$ cat src/rtl/spi_nibble_master_pkg.sv
// Shared types and constants for the SPI nibble initiator.
package spi_nibble_pkg;

  typedef enum logic [2:0] {
    IDLE,
    SETUP,
    HIGH,
    LOW,
    HOLD
  } state_t;

  localparam logic [3:0]  FIRST_NIBBLE  = 4'hF;
  localparam logic [3:0]  SECOND_NIBBLE = 4'h7;
  localparam int unsigned BITS_PER_SLOT = 5;
  localparam int unsigned DATA_BITS     = 4;

endpackage

$ cat src/rtl/spi_nibble_master_if.sv
// Control, status and SPI pin bundle of the nibble initiator.
interface spi_nibble_master_if #(
  parameter int unsigned CNT_W = 8
);
  logic             start;
  logic [CNT_W-1:0] nibbles;
  logic             busy;
  logic             done;
  logic             SSEL;
  logic             SCK;
  logic             MOSI;
  logic             MISO;
  logic [3:0]       rx_data;
  logic             rx_valid;
  logic             err;
  logic [CNT_W-1:0] err_count;

  modport master (
    input  start, nibbles, MISO,
    output busy, done, SSEL, SCK, MOSI, rx_data, rx_valid, err, err_count
  );

  modport slave (
    output start, nibbles, MISO,
    input  busy, done, SSEL, SCK, MOSI, rx_data, rx_valid, err, err_count
  );
endinterface

$ cat src/rtl/spi_nibble_master_sck_tick.sv
// Loadable down-counter; tick is high while the loaded interval has run out.
module spi_sck_tick #(
  parameter int unsigned W = 16
) (
  input  logic         clk,
  input  logic         rst_n,
  input  logic         load,
  input  logic [W-1:0] load_val,
  output logic         tick
);
  logic [W-1:0] cnt;

  always_ff @(posedge clk or negedge rst_n) begin
    if (!rst_n) begin
      cnt <= '0;
    end else if (load) begin
      cnt <= load_val - W'(1);
    end else if (cnt != '0) begin
      cnt <= cnt - W'(1);
    end
  end

  assign tick = (cnt == '0);
endmodule

$ cat src/rtl/spi_nibble_master.sv
// SPI initiator reading nibbles from the 4-bit counter responder.
// Define SEQ_CHECK_EN to build the counter-sequence checker (err, err_count).
module spi_nibble_master
  import spi_nibble_pkg::*;
#(
  parameter int unsigned HALF_DIV  = 8,
  parameter int unsigned SETUP_CYC = 8,
  parameter int unsigned CNT_W     = 8
) (
  input logic                 clk,
  input logic                 rst_n,
  spi_nibble_master_if.master bus
);
  localparam int unsigned TW = 16;

  state_t           state;
  logic             ssel, sck, busy, done, rx_valid, fire;
  logic [3:0]       rx_data, shreg;
  logic [2:0]       bit_idx;
  logic [CNT_W-1:0] nib_left;
  logic             tick, load, sample, slot_end, last_slot, accept;
  logic [TW-1:0]    load_val;

  spi_sck_tick #(.W(TW)) u_tick (
    .clk      (clk),
    .rst_n    (rst_n),
    .load     (load),
    .load_val (load_val),
    .tick     (tick)
  );

  // MISO is captured on the edge that raises SCK, except for the turnaround slot.
  always_comb begin
    accept    = (state == IDLE) && bus.start;
    slot_end  = (bit_idx == 3'(BITS_PER_SLOT - 1));
    last_slot = slot_end && (nib_left == CNT_W'(1));
    sample    = tick && ((state == SETUP) ||
                ((state == LOW) && !last_slot && (slot_end || (bit_idx < 3'(DATA_BITS - 1)))));
    load      = 1'b0;
    load_val  = TW'(HALF_DIV);
    case (state)
      IDLE:        begin load = bus.start; load_val = TW'(SETUP_CYC); end
      SETUP, HIGH: load = tick;
      LOW:         begin load = tick; if (last_slot) load_val = TW'(SETUP_CYC); end
      default:     ;
    endcase
  end

  always_ff @(posedge clk or negedge rst_n) begin
    if (!rst_n) begin
      state    <= IDLE;
      ssel     <= 1'b1;
      sck      <= 1'b0;
      busy     <= 1'b0;
      done     <= 1'b0;
      rx_valid <= 1'b0;
      fire     <= 1'b0;
      rx_data  <= '0;
      shreg    <= '0;
      bit_idx  <= '0;
      nib_left <= '0;
    end else begin
      done     <= 1'b0;
      fire     <= 1'b0;
      rx_valid <= fire;
      if (fire) rx_data <= shreg;
      if (sample) shreg <= {shreg[2:0], bus.MISO};
      case (state)
        IDLE: if (accept) begin
          state    <= SETUP;
          ssel     <= 1'b0;
          busy     <= 1'b1;
          bit_idx  <= '0;
          nib_left <= (bus.nibbles == '0) ? CNT_W'(1) : bus.nibbles;
        end
        SETUP: if (tick) begin
          state <= HIGH;
          sck   <= 1'b1;
        end
        HIGH: if (tick) begin
          state <= LOW;
          sck   <= 1'b0;
          fire  <= (bit_idx == 3'(DATA_BITS - 1));
        end
        LOW: if (tick) begin
          if (last_slot) begin
            state <= HOLD;
          end else begin
            state <= HIGH;
            sck   <= 1'b1;
          end
          if (slot_end) begin
            bit_idx  <= '0;
            nib_left <= nib_left - CNT_W'(1);
          end else begin
            bit_idx <= bit_idx + 3'd1;
          end
        end
        HOLD: if (tick) begin
          state <= IDLE;
          ssel  <= 1'b1;
          busy  <= 1'b0;
          done  <= 1'b1;
        end
        default: state <= IDLE;
      endcase
    end
  end

  assign bus.SSEL     = ssel;
  assign bus.SCK      = sck;
  assign bus.MOSI     = 1'b0;
  assign bus.busy     = busy;
  assign bus.done     = done;
  assign bus.rx_data  = rx_data;
  assign bus.rx_valid = rx_valid;

`ifdef SEQ_CHECK_EN
  logic [3:0]       exp_nib, alt_nib;
  logic             alt_ok, first_nib, err_r, match;
  logic [CNT_W-1:0] err_cnt;

  // After a mismatch both "counter kept going" and "responder jumped" are accepted
  // next, so a single bad nibble costs exactly one error either way.
  assign match = (shreg == exp_nib) || (alt_ok && (shreg == alt_nib));

  always_ff @(posedge clk or negedge rst_n) begin
    if (!rst_n) begin
      exp_nib   <= FIRST_NIBBLE;
      alt_nib   <= '0;
      alt_ok    <= 1'b0;
      first_nib <= 1'b1;
      err_r     <= 1'b0;
      err_cnt   <= '0;
    end else begin
      err_r <= 1'b0;
      if (accept) begin
        exp_nib   <= FIRST_NIBBLE;
        alt_ok    <= 1'b0;
        first_nib <= 1'b1;
        err_cnt   <= '0;
      end else if (fire) begin
        err_r     <= !match;
        first_nib <= 1'b0;
        if (!match && (err_cnt != '1)) err_cnt <= err_cnt + CNT_W'(1);
        if (first_nib) begin
          exp_nib <= SECOND_NIBBLE;
          alt_ok  <= 1'b0;
        end else if (match) begin
          exp_nib <= shreg + 4'd1;
          alt_ok  <= 1'b0;
        end else begin
          exp_nib <= exp_nib + 4'd1;
          alt_nib <= shreg + 4'd1;
          alt_ok  <= 1'b1;
        end
      end
    end
  end

  assign bus.err       = err_r;
  assign bus.err_count = err_cnt;
`else
  assign bus.err       = 1'b0;
  assign bus.err_count = '0;
`endif
endmodule

$ cat src/flat_wrapper.sv
// flat-port wrapper written by rule: the top's interface ports become plain ports
module spi_nibble_master_flat import spi_nibble_pkg::*;
#(
  parameter int unsigned HALF_DIV  = 8,
  parameter int unsigned SETUP_CYC = 8,
  parameter int unsigned CNT_W     = 8
)
  (clk, rst_n, bus_start, bus_nibbles, bus_MISO, bus_busy, bus_done, bus_SSEL, bus_SCK, bus_MOSI, bus_rx_data, bus_rx_valid, bus_err, bus_err_count);
  spi_nibble_master_if #(.CNT_W(CNT_W)) bus_i ();
  input logic clk;
  input logic rst_n;
  input wire logic [$bits(bus_i.start)-1:0] bus_start;
  input wire logic [$bits(bus_i.nibbles)-1:0] bus_nibbles;
  input wire logic [$bits(bus_i.MISO)-1:0] bus_MISO;
  output wire logic [$bits(bus_i.busy)-1:0] bus_busy;
  output wire logic [$bits(bus_i.done)-1:0] bus_done;
  output wire logic [$bits(bus_i.SSEL)-1:0] bus_SSEL;
  output wire logic [$bits(bus_i.SCK)-1:0] bus_SCK;
  output wire logic [$bits(bus_i.MOSI)-1:0] bus_MOSI;
  output wire logic [$bits(bus_i.rx_data)-1:0] bus_rx_data;
  output wire logic [$bits(bus_i.rx_valid)-1:0] bus_rx_valid;
  output wire logic [$bits(bus_i.err)-1:0] bus_err;
  output wire logic [$bits(bus_i.err_count)-1:0] bus_err_count;
  assign bus_i.start = bus_start;
  assign bus_i.nibbles = bus_nibbles;
  assign bus_i.MISO = bus_MISO;
  assign bus_busy = bus_i.busy;
  assign bus_done = bus_i.done;
  assign bus_SSEL = bus_i.SSEL;
  assign bus_SCK = bus_i.SCK;
  assign bus_MOSI = bus_i.MOSI;
  assign bus_rx_data = bus_i.rx_data;
  assign bus_rx_valid = bus_i.rx_valid;
  assign bus_err = bus_i.err;
  assign bus_err_count = bus_i.err_count;
  spi_nibble_master #(.HALF_DIV(HALF_DIV), .SETUP_CYC(SETUP_CYC), .CNT_W(CNT_W)) u_core (.clk(clk), .rst_n(rst_n), .bus(bus_i));
endmodule
$ cat config.mk
export PLATFORM = sky130hd
export DESIGN_NAME = spi_nibble_master_flat
export DESIGN_NICKNAME = d
export VERILOG_FILES = /design/src/rtl/spi_nibble_master_pkg.sv /design/src/rtl/spi_nibble_master_if.sv /design/src/rtl/spi_nibble_master_sck_tick.sv /design/src/rtl/spi_nibble_master.sv /design/src/flat_wrapper.sv
export SDC_FILE = /design/constraint.sdc
export NUM_CORES = 1
export LEC_CHECK = 0
export BUFFER_PORTS_ARGS = -buffer_cell sky130_fd_sc_hd__buf_2
export CAP_MARGIN = 20
export CORE_MARGIN = 4
export CORE_UTILIZATION = 47
export CTS_BUF_LIST = sky130_fd_sc_hd__clkbuf_2
export DETAILED_ROUTE_END_ITERATION = 8
export GPL_ROUTABILITY_DRIVEN = 0
export GPL_TIMING_DRIVEN = 0
export PLACE_DENSITY = 0.67
export SLEW_MARGIN = 30
export SYNTH_ARGS = -nofsm -noshare
export SYNTH_HDL_FRONTEND = slang
export SYNTH_SLANG_ARGS = --single-unit
$ cat constraint.sdc
create_clock -name clk -period 2.2 [get_ports clk]
set_input_delay 0 -clock clk [delete_from_list [all_inputs] [get_ports clk]]
set_output_delay 0 -clock clk [all_outputs]
set_load 0.1 [all_outputs]
==> reports/qor.txt, run 1 <==
Clk_lat worst skew = 0.44 ns
Max-slew violation count = 0
Max VDD drop = 501 uV
Finished Core Util = 0.624
Die outline area = 6390 sq um
RSZ-0062 raised after global routing = yes
Synth Area in Adders = 0.0360
Max-Cap Viols = 0
TritonCTS clock tree = done
Vias = 2,070
Cell Rows = 25
Remaining Overflow, GRT = 0
Simple-gate share of the synthesized area = 0.235
Drt first pass iters = 4
Async SR Flop Fraction = 1.00
Die W = 80.0 um
CTS Buffer Depth = 2
1st-iter DRT viols = 160
GRT Total Usage = 0.179
Crit share post-route = 0.989
Fmax = 460 MHz
Register Area = 1100 sq um
CP max stage cell = dfrtp_1
Uppermost layer routed = met4
DP HPWL = 3690 um
Synth Register Bits = 44
Routed Antenna Nets = 0
Post-synthesis sequential area ratio = 0.453
Leakage = 1.35 nW
WP data arrival = 2.52 ns
Mux share of post-synthesis cell area = 0.0432
Cell count after placement = 349
Clk root buf = clkbuf_2
Fill cell count = 428
Hold Path Class = in2async
Clk_skew = 0.0278 ns
Post-synthesis compound-gate area fraction = 0.134
Cell area after synthesis = 2430 sq um
Synth unique cells = 51
Top_reg_cell synth = dfrtp_1
First-pass GRT wire length = 9120 um
Setup WS pre-CTS = -0.104 ns
Crit. End Element = flip-flop
Avg Inst Size Synth = 9.66 sq um
CTS Buf Count = 5
Slew HR = 0.569
Placeable Area = 4880 sq um
Xor/xnor share of the synthesized area = 0.0396
Port Buffers = 20
Yosys top cell area share = 0.442
Biggest cell delay along the critical path = 0.47 ns
Placement Cell Area = 2680 sq um
H-tree depth = 2
Initial core utilization = 0.499
Worst slew pin tran = 0.643 ns
WP buf/inv = 1
Met3 WL post-DR = 311 um
Wire length per cell = 14.7 um
Reg clk slew, reported paths = 0.24 ns
Synth warnings = 0
CP required = 2.55 ns
Hold Vio Cnt, Final = 0
Final wirelength = 5600 um
Area grow syn2layout = 25.1%
Die H = 80.0 um
Routed length on met2 = 2640 um
M1 wire length = 2590 um
Cells after Synth = 252
EDFF count, synth = 0
Max FO, Critical Path = 5
CTS sink cnt = 44
Footprint of the multi-input gates = 1310 sq um
Synth area leaders = dfrtp_1 44%, nor2_1 4.8%, ha_1 3.6%
Final non-filler cell total = 381
Vias per cell = 5.43
Number of global-route vias before repair = 1,927
DR DRC count = 0
Antenna violations before repair = 0
Period minus WS final = 2.18 ns
PwrDens = 1080 nW/um^2
Largest net degree at the start of global routing = 24
CP Class = reg2reg
# IOs = 31
Final instance area = 3050 sq um
Ratio of cells with drive above 1 in the final layout = 0.264
Status = complete, no violations
Fin nets = 332
Post-synth top area cell = dfrtp_1
Fin worst setup slack = 0.0245 ns
N_diodes = 0
Largest family of logic cells by synthesized area = simple AND/OR/NAND/NOR gates
CP Cell Sequence = inv_2 > ha_4 > nor4b_4 > nand3_4 > nor2_4 > and4b_4 > mux2_4
Startpoint type of the worst setup path = flip-flop
Delay-heaviest family, CP = simple AND/OR/NAND/NOR gates
Final setup fails = 0
-- area by class of cell --
| type | instances | share of cell area |
|---|---|---|
| Tap cell | 67 | 0.0275 |
| Clock inverter | 3 | 0.0152 |
| Inverter | 7 | 0.00863 |
| Buffer | 19 | 0.0403 |
| Clock buffer | 5 | 0.00822 |
| Sequential cell | 44 | 0.362 |
| Timing Repair Buffer | 44 | 0.108 |
| Multi-Input combinational cell | 192 | 0.431 |
-- flip-flops by register name (all words and copies together) (netlist names) --
signal and count:
u_core.u_tick.cnt 16, u_core.nib_left 8, u_core.bus.rx_data 4, u_core.shreg 4, u_core.bit_idx 3, u_core.state 3
u_core.bus.SCK 1, u_core.bus.SSEL 1, u_core.bus.busy 1, u_core.bus.done 1, u_core.bus.rx_valid 1, u_core.fire 1
-- placed cells by master, fill, tap and decap left out, drive strengths merged, types with 2 or more instances in the layout --
| cell type | count |
|---|---|
| a31oi | 3 |
| a21o | 4 |
| ha | 7 |
| dlygate4sd3 | 11 |
| nor2b | 2 |
| nand3 | 7 |
| xnor2 | 6 |
| clkbuf | 11 |
| dfrtp | 43 |
| nand2 | 22 |
| o31ai | 2 |
| o21ai | 12 |
| mux2 | 8 |
| a22oi | 2 |
| nor3 | 11 |
| conb | 10 |
| xor2 | 5 |
| nor2 | 31 |
| nor4b | 4 |
| o22ai | 3 |
| a211o | 3 |
| or3 | 3 |
| or4 | 2 |
| nand3b | 2 |
| a21oi | 14 |
| buf | 46 |
| and3 | 2 |
| nor4 | 10 |
| inv | 8 |
| nand4 | 2 |
-- layer usage --
layer  GRT usage  vias to the layer above
li1            -                     1011
met1       0.256                      987
met2       0.276                       65
met3      0.0372                        7
met4      0.0456                        0
met5           0                        -
-- through the flow --
stage          hold slack, ns  setup TNS, ns  power (mW)
3_5_place_dp           0.0298         -0.809        2.53
6_report               0.0619              0        3.28
2_1_floorplan          -0.296              0        2.26
3_3_place_gp            0.208         -0.325        2.49
4_1_cts                0.0658        -0.0139        3.04
5_1_grt                0.0744         -0.380        3.52
-- Yosys cell counts, types with 2 or more instances --
| master | instances |
|---|---|
| mux2_2 | 4 |
| nand2_1 | 22 |
| a21oi_1 | 13 |
| nor4b_1 | 2 |
| nand3_1 | 7 |
| dfrtp_1 | 43 |
| a21o_1 | 4 |
| xnor2_1 | 6 |
| a211o_1 | 3 |
| a22oi_1 | 2 |
| o22ai_1 | 3 |
| nor3_1 | 10 |
| a31oi_1 | 3 |
| nor2b_1 | 2 |
| xor2_1 | 5 |
| buf_4 | 11 |
| nor4b_4 | 2 |
| o31ai_1 | 2 |
| inv_1 | 7 |
| nor2_1 | 31 |
| o21ai_0 | 12 |
| clkbuf_1 | 7 |
| nand3b_1 | 2 |
| and3_1 | 2 |
| or3_1 | 3 |
| mux2_4 | 4 |
| ha_1 | 7 |
| nor4_1 | 10 |
-- final timing paths --
path / startpoint / endpoint / slack (ns) / cells past startpoint
min in group clk: bus_MISO / u_core.shreg[0]$_DFFE_PN0P_ / 0.34 / 3
max reg2reg: u_core.u_tick.cnt[1]$_DFFE_PN0P_ / u_core.shreg[2]$_DFFE_PN0P_ / 0.02 / 7
min reg2reg: u_core.bus.rx_data[3]$_DFFE_PN0P_ / u_core.bus.rx_data[3]$_DFFE_PN0P_ / 0.53 / 1
max: u_core.u_tick.cnt[1]$_DFFE_PN0P_ / u_core.shreg[2]$_DFFE_PN0P_ / 0.02 / 7
min: rst_n / u_core.u_tick.cnt[5]$_DFFE_PN0P_ / 0.06 / 2
max in group asynchronous: rst_n / u_core.nib_left[6]$_DFFE_PN0P_ / 1.61 / 3
-- where the power goes --
group | total [mW] | internal, mW | switching, mW
registers | 1.36 | 1.05 | 0.311
clock network | 0.484 | 0.196 | 0.288
logic | 1.44 | 0.598 | 0.839
total | 3.28 | 1.84 | 1.44
-- logic make-up (layout without fill, tap and decap cells) --
family / after synthesis / in the layout
muxes: 8 / 8
DFF: 44 / 44
AOI/OAI and AO/OA: 51 / 51
other: 1 / 10
adders and majority gates: 7 / 7
xor gates and xnor gates: 11 / 11
buffers and inverters: 26 / 78
and+or+nand+nor: 104 / 105
-- timing repair --
action | CTS | global route
endpoints found under the setup margin | 14 | 29
resized for setup | 2 | 23
cloned | 0 | 1
endpoints found under the hold margin | 55 | 0
setup buffers | 1 | 11
hold buffers | 11 | 0
pin swaps | 1 | 7
No activity file was read; power rests on OpenSTA's default activity.
==> run 2: changes to the inputs <==
--- a/config.mk
+++ b/config.mk
@@ -7,6 +7,7 @@
 export LEC_CHECK = 0
 export BUFFER_PORTS_ARGS = -buffer_cell sky130_fd_sc_hd__buf_2
 export CAP_MARGIN = 20
+export CORE_ASPECT_RATIO = 0.9
 export CORE_MARGIN = 4
 export CORE_UTILIZATION = 47
 export CTS_BUF_LIST = sky130_fd_sc_hd__clkbuf_2
==> reports/qor.txt, run 2 (synthesized netlist as in run 1, its figures left out) <==
Delay-heaviest family, CP = simple AND/OR/NAND/NOR gates
Crit. End Element = flip-flop
Wire length per cell = 14.2 um
# IOs = 31
Sw frac = 0.431
Die W = 83.9 um
Drt first pass iters = 5
Clk root buf = clkbuf_2
Critical Path End = u_core.shreg[1]$_DFFE_PN0P_
Slew HR = 0.626
Logic gate share of total power = 0.422
Final wirelength = 5290 um
Top flop regs = u_core.u_tick.cnt: 16 flops, u_core.nib_left: 8 flops
Crit share post-route = 0.980
Routed Antenna Nets = 0
CP max stage cell = dfrtp_1
Placeable Area = 4920 sq um
Antenna violations before repair = 0
CP Launch Point = u_core.u_tick.cnt[1]$_DFFE_PN0P_
Port Buffers = 20
Final setup fails = 0
Reg power frac = 0.431
Startpoint type of the worst setup path = flip-flop
Max-slew violation count = 0
Fin nets = 325
Largest net degree at the start of global routing = 45
Die H = 76.3 um
DR DRC count = 0
TritonCTS clock tree = done
Worst slew pin tran = 0.546 ns
Commonest cells after routing, fill and taps aside = 43 x dfrtp_1, 27 x nor2_1, 22 x nand2_1, 20 x buf_2, 19 x buf_4
Setup WS pre-CTS = -0.154 ns
Setup TNS = 0 ns
Reg2Reg Setup Slack = 0.04 ns
Status = complete, no violations
Hold Path Class = in2async
Leakage = 1.30 nW
Finished Core Util = 0.598
Max VDD drop = 513 uV
Clock power share = 0.147
DP HPWL = 3640 um
Fmax = 464 MHz
Max FO, Critical Path = 4
Hold Vio Cnt, Final = 0
Most common cell after layout, fill and taps aside = dfrtp_1
Area grow syn2layout = 20.9%
Worst reg2reg path startpoint = u_core.u_tick.cnt[1]$_DFFE_PN0P_
Vias per cell = 5.32
Biggest register = u_core.u_tick.cnt
CTS Buffer Depth = 2
Fill cell count = 449
Vias = 1,980
Reg2reg end = u_core.shreg[1]$_DFFE_PN0P_
Largest register FFs = 16
Fin worst setup slack = 0.0433 ns
CP Class = reg2reg
Cell Rows = 24
WP buf/inv = 1
CTS Buf Count = 5
CP required = 2.53 ns
Number of global-route vias before repair = 1,932
Max-Cap Viols = 0
Power Internal = 1.79 mW
CTS sink cnt = 44
GRT Total Usage = 0.170
Biggest cell delay along the critical path = 0.48 ns
Final non-filler cell total = 372
Reg2reg path depth = 7
Remaining Overflow, GRT = 0
Reg clk slew, reported paths = 0.24 ns
First-pass GRT wire length = 9000 um
1st-iter DRT viols = 142
Clk_skew = 0.0174 ns
Period minus WS final = 2.16 ns
NetSw = 1.35 mW
PwrDens = 1070 nW/um^2
Clk_lat worst skew = 0.42 ns
WP data arrival = 2.49 ns
Die outline area = 6390 sq um
Critical Path Stages = 7
CP Cell Sequence = inv_2 > ha_1 > nor4b_4 > nand3_2 > nor2_4 > and4b_4 > mux2_4
Ratio of cells with drive above 1 in the final layout = 0.244
Initial core utilization = 0.494
Fin Hold WS = 0.0583 ns
Cell count after placement = 346
H-tree depth = 2
N_diodes = 0
## run 2: worst min path at each step
stage,slack (ns),from,endpoint,cells past startpoint
finish,0.06,rst_n,u_core.u_tick.cnt[4]$_DFFE_PN0P_,2
floorplan,-0.30,rst_n,u_core.bit_idx[0]$_DFFE_PN0P_,0
global placement,0.21,rst_n,u_core.u_tick.cnt[6]$_DFFE_PN0P_,1
CTS,0.001,bus_nibbles[0],u_core.nib_left[0]$_DFFE_PN0P_,4
global route,0.09,rst_n,u_core.shreg[3]$_DFFE_PN0P_,2
detailed placement,0.03,rst_n,u_core.u_tick.cnt[6]$_DFFE_PN0P_,1
## run 2: cell type report
type / instances / area [sq um] / area share
multi-input cells: 191 / 1280 / 0.434
flip-flops and latches: 44 / 1100 / 0.375
repair buffers: 38 / 265 / 0.0901
plain buffers: 19 / 123 / 0.0417
well taps: 65 / 81.3 / 0.0276
clock inverters: 3 / 42.5 / 0.0145
inverters: 7 / 26.3 / 0.00893
clock buffers: 5 / 25.0 / 0.00850
## run 2: layer usage
metal  GRT usage  vias to the layer above  wire [um]
met5           0                        -          0
met4      0.0563                        0         79
met3      0.0378                        9        244
met2       0.252                       49       2340
met1       0.247                      931       2630
li1            -                      991          -
## run 2: worst register-to-register path, stage by stage, from the launching register on
cell	delay (ns)
dfrtp_1	0.48
inv_2	0.09
ha_1	0.15
nor4b_4	0.36
nand3_2	0.19
nor2_4	0.17
and4b_4	0.31
mux2_4	0.31
## run 2: per-stage QoR
step / total power [mW] / area [sq um]
after global placement: 2.50 / 2650
after CTS: 3.05 / 2850
after global routing: 3.39 / 2940
final: 3.14 / 2940
after detailed placement: 2.53 / 2650
after floorplan: 2.26 / 2470
## run 2: repair_timing
item	in CTS	in global routing
setup buffers	2	5
pin swaps	2	4
gates resized for setup	6	17
endpoints found under the setup margin	17	31
hold endpoints to repair	53	2
hold buffers	9	2
## run 2: power by group through the flow
stage,Sequential [mW],Clock [mW],Combinational (mW)
floorplan,1.33,0,0.925
global placement,1.34,0,1.16
detailed placement,1.35,0,1.18
CTS,1.33,0.476,1.24
global route,1.40,0.511,1.48
finish,1.35,0.463,1.32
==> run 3: changes to the inputs <==
--- a/config.mk
+++ b/config.mk
@@ -14,8 +14,9 @@
 export DETAILED_ROUTE_END_ITERATION = 8
 export GPL_ROUTABILITY_DRIVEN = 0
 export GPL_TIMING_DRIVEN = 0
-export PLACE_DENSITY = 0.67
+export PLACE_DENSITY = 0.66
 export SLEW_MARGIN = 30
 export SYNTH_ARGS = -nofsm -noshare
 export SYNTH_HDL_FRONTEND = slang
+export SYNTH_HIERARCHICAL = 1
 export SYNTH_SLANG_ARGS = --single-unit
==> reports/qor.txt, run 3 <==
1st-iter DRT viols = 89
DR DRC count = 0
Cell count after placement = 431
Number of global-route vias before repair = 2,415
DP HPWL = 4410 um
Most common cell in the synthesized netlist = dfrtp_1
Avg Inst Size Synth = 9.62 sq um
Fin worst setup slack = -1.09 ns
Worst reg2reg path startpoint = u_core/u_tick/cnt[4]$_DFFE_PN0P_
Final wirelength = 7100 um
Top_reg_cell synth = dfrtp_1
Synth area leaders = dfrtp_1 39%, xnor2_1 4.2%, a21oi_1 3.8%
Max-slew violation count = 0
CTS Buf Count = 5
Biggest register = u_core/u_tick/cnt
PwrDens = 729 nW/um^2
Period minus WS final = 3.29 ns
Hold Vio Cnt, Final = 0
Cell area after synthesis = 2740 sq um
Largest register FFs = 16
EDFF count, synth = 0
H-tree depth = 2
TritonCTS clock tree = done
Hold Path Class = in2async
Post-synth top area cell = dfrtp_1
Vias = 2,506
Die H = 80.5 um
Fmax = 304 MHz
Cells after Synth = 285
Failing checks = negative setup slack
Placeable Area = 5660 sq um
Remaining Overflow, GRT = 0
Initial core utilization = 0.485
Top flop regs = u_core/u_tick/cnt: 16 flops, u_core/nib_left: 8 flops
Final setup fails = 27
Clk root buf = clkbuf_2
Synth unique cells = 57
Slew HR = 0.518
Routed Antenna Nets = 0
First-pass GRT wire length = 11,600 um
Commonest cells after routing, fill and taps aside = 58 x conb_1, 39 x dfrtp_1, 32 x buf_4, 22 x buf_2
Largest net degree at the start of global routing = 45
Cell Rows = 26
Ratio of cells with drive above 1 in the final layout = 0.319
Yosys top cell area share = 0.392
Worst slew pin tran = 0.724 ns
# IOs = 31
Drt first pass iters = 4
Area grow syn2layout = 40.2%
Top post-synthesis cells by count = 43 x dfrtp_1, 21 x a21oi_1, 18 x nor3_1, 16 x nor2_1, 15 x nand2_1
RSZ-0062 raised after global routing = yes
Async SR Flop Fraction = 1.00
N_diodes = 0
Status = finished, violations left
Final non-filler cell total = 478
Die outline area = 7120 sq um
CTS Buffer Depth = 2
Max VDD drop = 715 uV
Vias per cell = 5.24
Crit. End Element = flip-flop
GRT Total Usage = 0.207
Post-synthesis sequential area ratio = 0.402
CP Class = reg2reg
Wire length per cell = 14.9 um
Reg clk slew, reported paths = 0.27 ns
Synth Register Bits = 44
Max FO, Critical Path = 3
Clk_skew = 0.0396 ns
Synth warnings = 6
Fin nets = 425
CP Launch Point = u_core/u_tick/cnt[4]$_DFFE_PN0P_
Die W = 88.5 um
Antenna violations before repair = 0
Port Buffers = 20
CP required = 2.50 ns
Leakage = 1.70 nW
Most common cell after layout, fill and taps aside = conb_1
WP data arrival = 3.58 ns
Clk_lat worst skew = 0.43 ns
Design Power = 2.80 mW
CTS sink cnt = 44
Crit share post-route = 1.49
Startpoint type of the worst setup path = flip-flop
Max-Cap Viols = 0
-- run 3: final timing paths --
kind                                                     end  slack (ns)  cells after the start
setup / recovery           u_core/u_tick/cnt[14]$_DFFE_PN0P_       -1.09                     15
hold / removal              u_core/u_tick/cnt[6]$_DFFE_PN0P_        0.06                      2
setup reg to reg           u_core/u_tick/cnt[14]$_DFFE_PN0P_       -1.09                     15
hold reg to reg                  u_core/shreg[3]$_DFFE_PN0P_        0.52                      1
max in group asynchronous        u_core/bus.SSEL$_DFFE_PN1P_        1.69                      2
min in group clk                 u_core/state[0]$_DFFE_PN0P_        0.11                      4
-- run 3: metrics by stage --
| step | hold WS, ns | instance area, sq um | setup TNS (ns) | utilization | setup slack (ns) |
|---|---|---|---|---|---|
| detailed placement | 0.0434 | 3230 | -20.23 | 0.570 | -1.72 |
| global placement | 0.223 | 3220 | -19.28 | 0.569 | -1.65 |
| CTS | 0.0146 | 3640 | -11.22 | 0.643 | -1.02 |
| finish | 0.0584 | 3840 | -13.16 | 0.679 | -1.09 |
| global route | 0.0842 | 3840 | -17.22 | 0.679 | -1.28 |
| floorplan | -0.296 | 3040 | -8.49 | - | -1.10 |
-- run 3: kinds of logic after synthesis --
| kind of cell | count (synthesis) | share of synthesized area |
|---|---|---|
| adders and majority gates | 6 | 0.0274 |
| AOI/OAI and AO/OA | 75 | 0.188 |
| other | 2 | 0.00274 |
| muxes | 10 | 0.0401 |
| DFF | 44 | 0.402 |
| xor gates and xnor gates | 25 | 0.0798 |
| buffers and inverters | 31 | 0.0607 |
| and+or+nand+nor | 92 | 0.199 |
-- run 3: layout make-up --
class / instances / area, sq um
clock buffer: 5 / 25.0
sequential: 44 / 1110
timing repair buffer: 59 / 453
fill: 438 / 1820
clock inverter: 3 / 42.5
inverter: 9 / 33.8
buffer: 22 / 161
tap: 70 / 87.6
multi-input combinational: 266 / 1930
-- run 3: worst max-delay path, cell delays in order (launching register included) --
cell	delay (ns)
dfrtp_2	0.49
nor4_4	0.34
nand3_2	0.16
nor2_4	0.14
clkbuf_8	0.14
o21ai_2	0.05
a21oi_2	0.20
buf_6	0.15
buf_8	0.11
mux2i_2	0.25
ha_4	0.17
nor4b_4	0.19
a22oi_2	0.16
a2111oi_4	0.37
xnor2_1	0.17
o22ai_1	0.09
-- run 3: timing repair --
action	CTS	global route
pin swaps	16	19
gates resized for setup	25	36
endpoints found under the setup margin	28	28
gates cloned	0	0
buffers inserted	21	12
endpoints found under the hold margin	53	1
hold buffers	10	1
-- run 3: where the power goes --
part           switching (mW)  leakage, nW  internal, mW
logic                   0.584         1.12         0.538
registers               0.238        0.544         0.971
clock network           0.282       0.0390         0.189
-- run 3: per-layer routing --
metal  wire length, um  track usage  up-vias
li1                  -            -     1221
met1              3290        0.290     1220
met2              3440        0.330       59
met3               299       0.0349        6
met4                67       0.0559        0
met5                 0            0        -
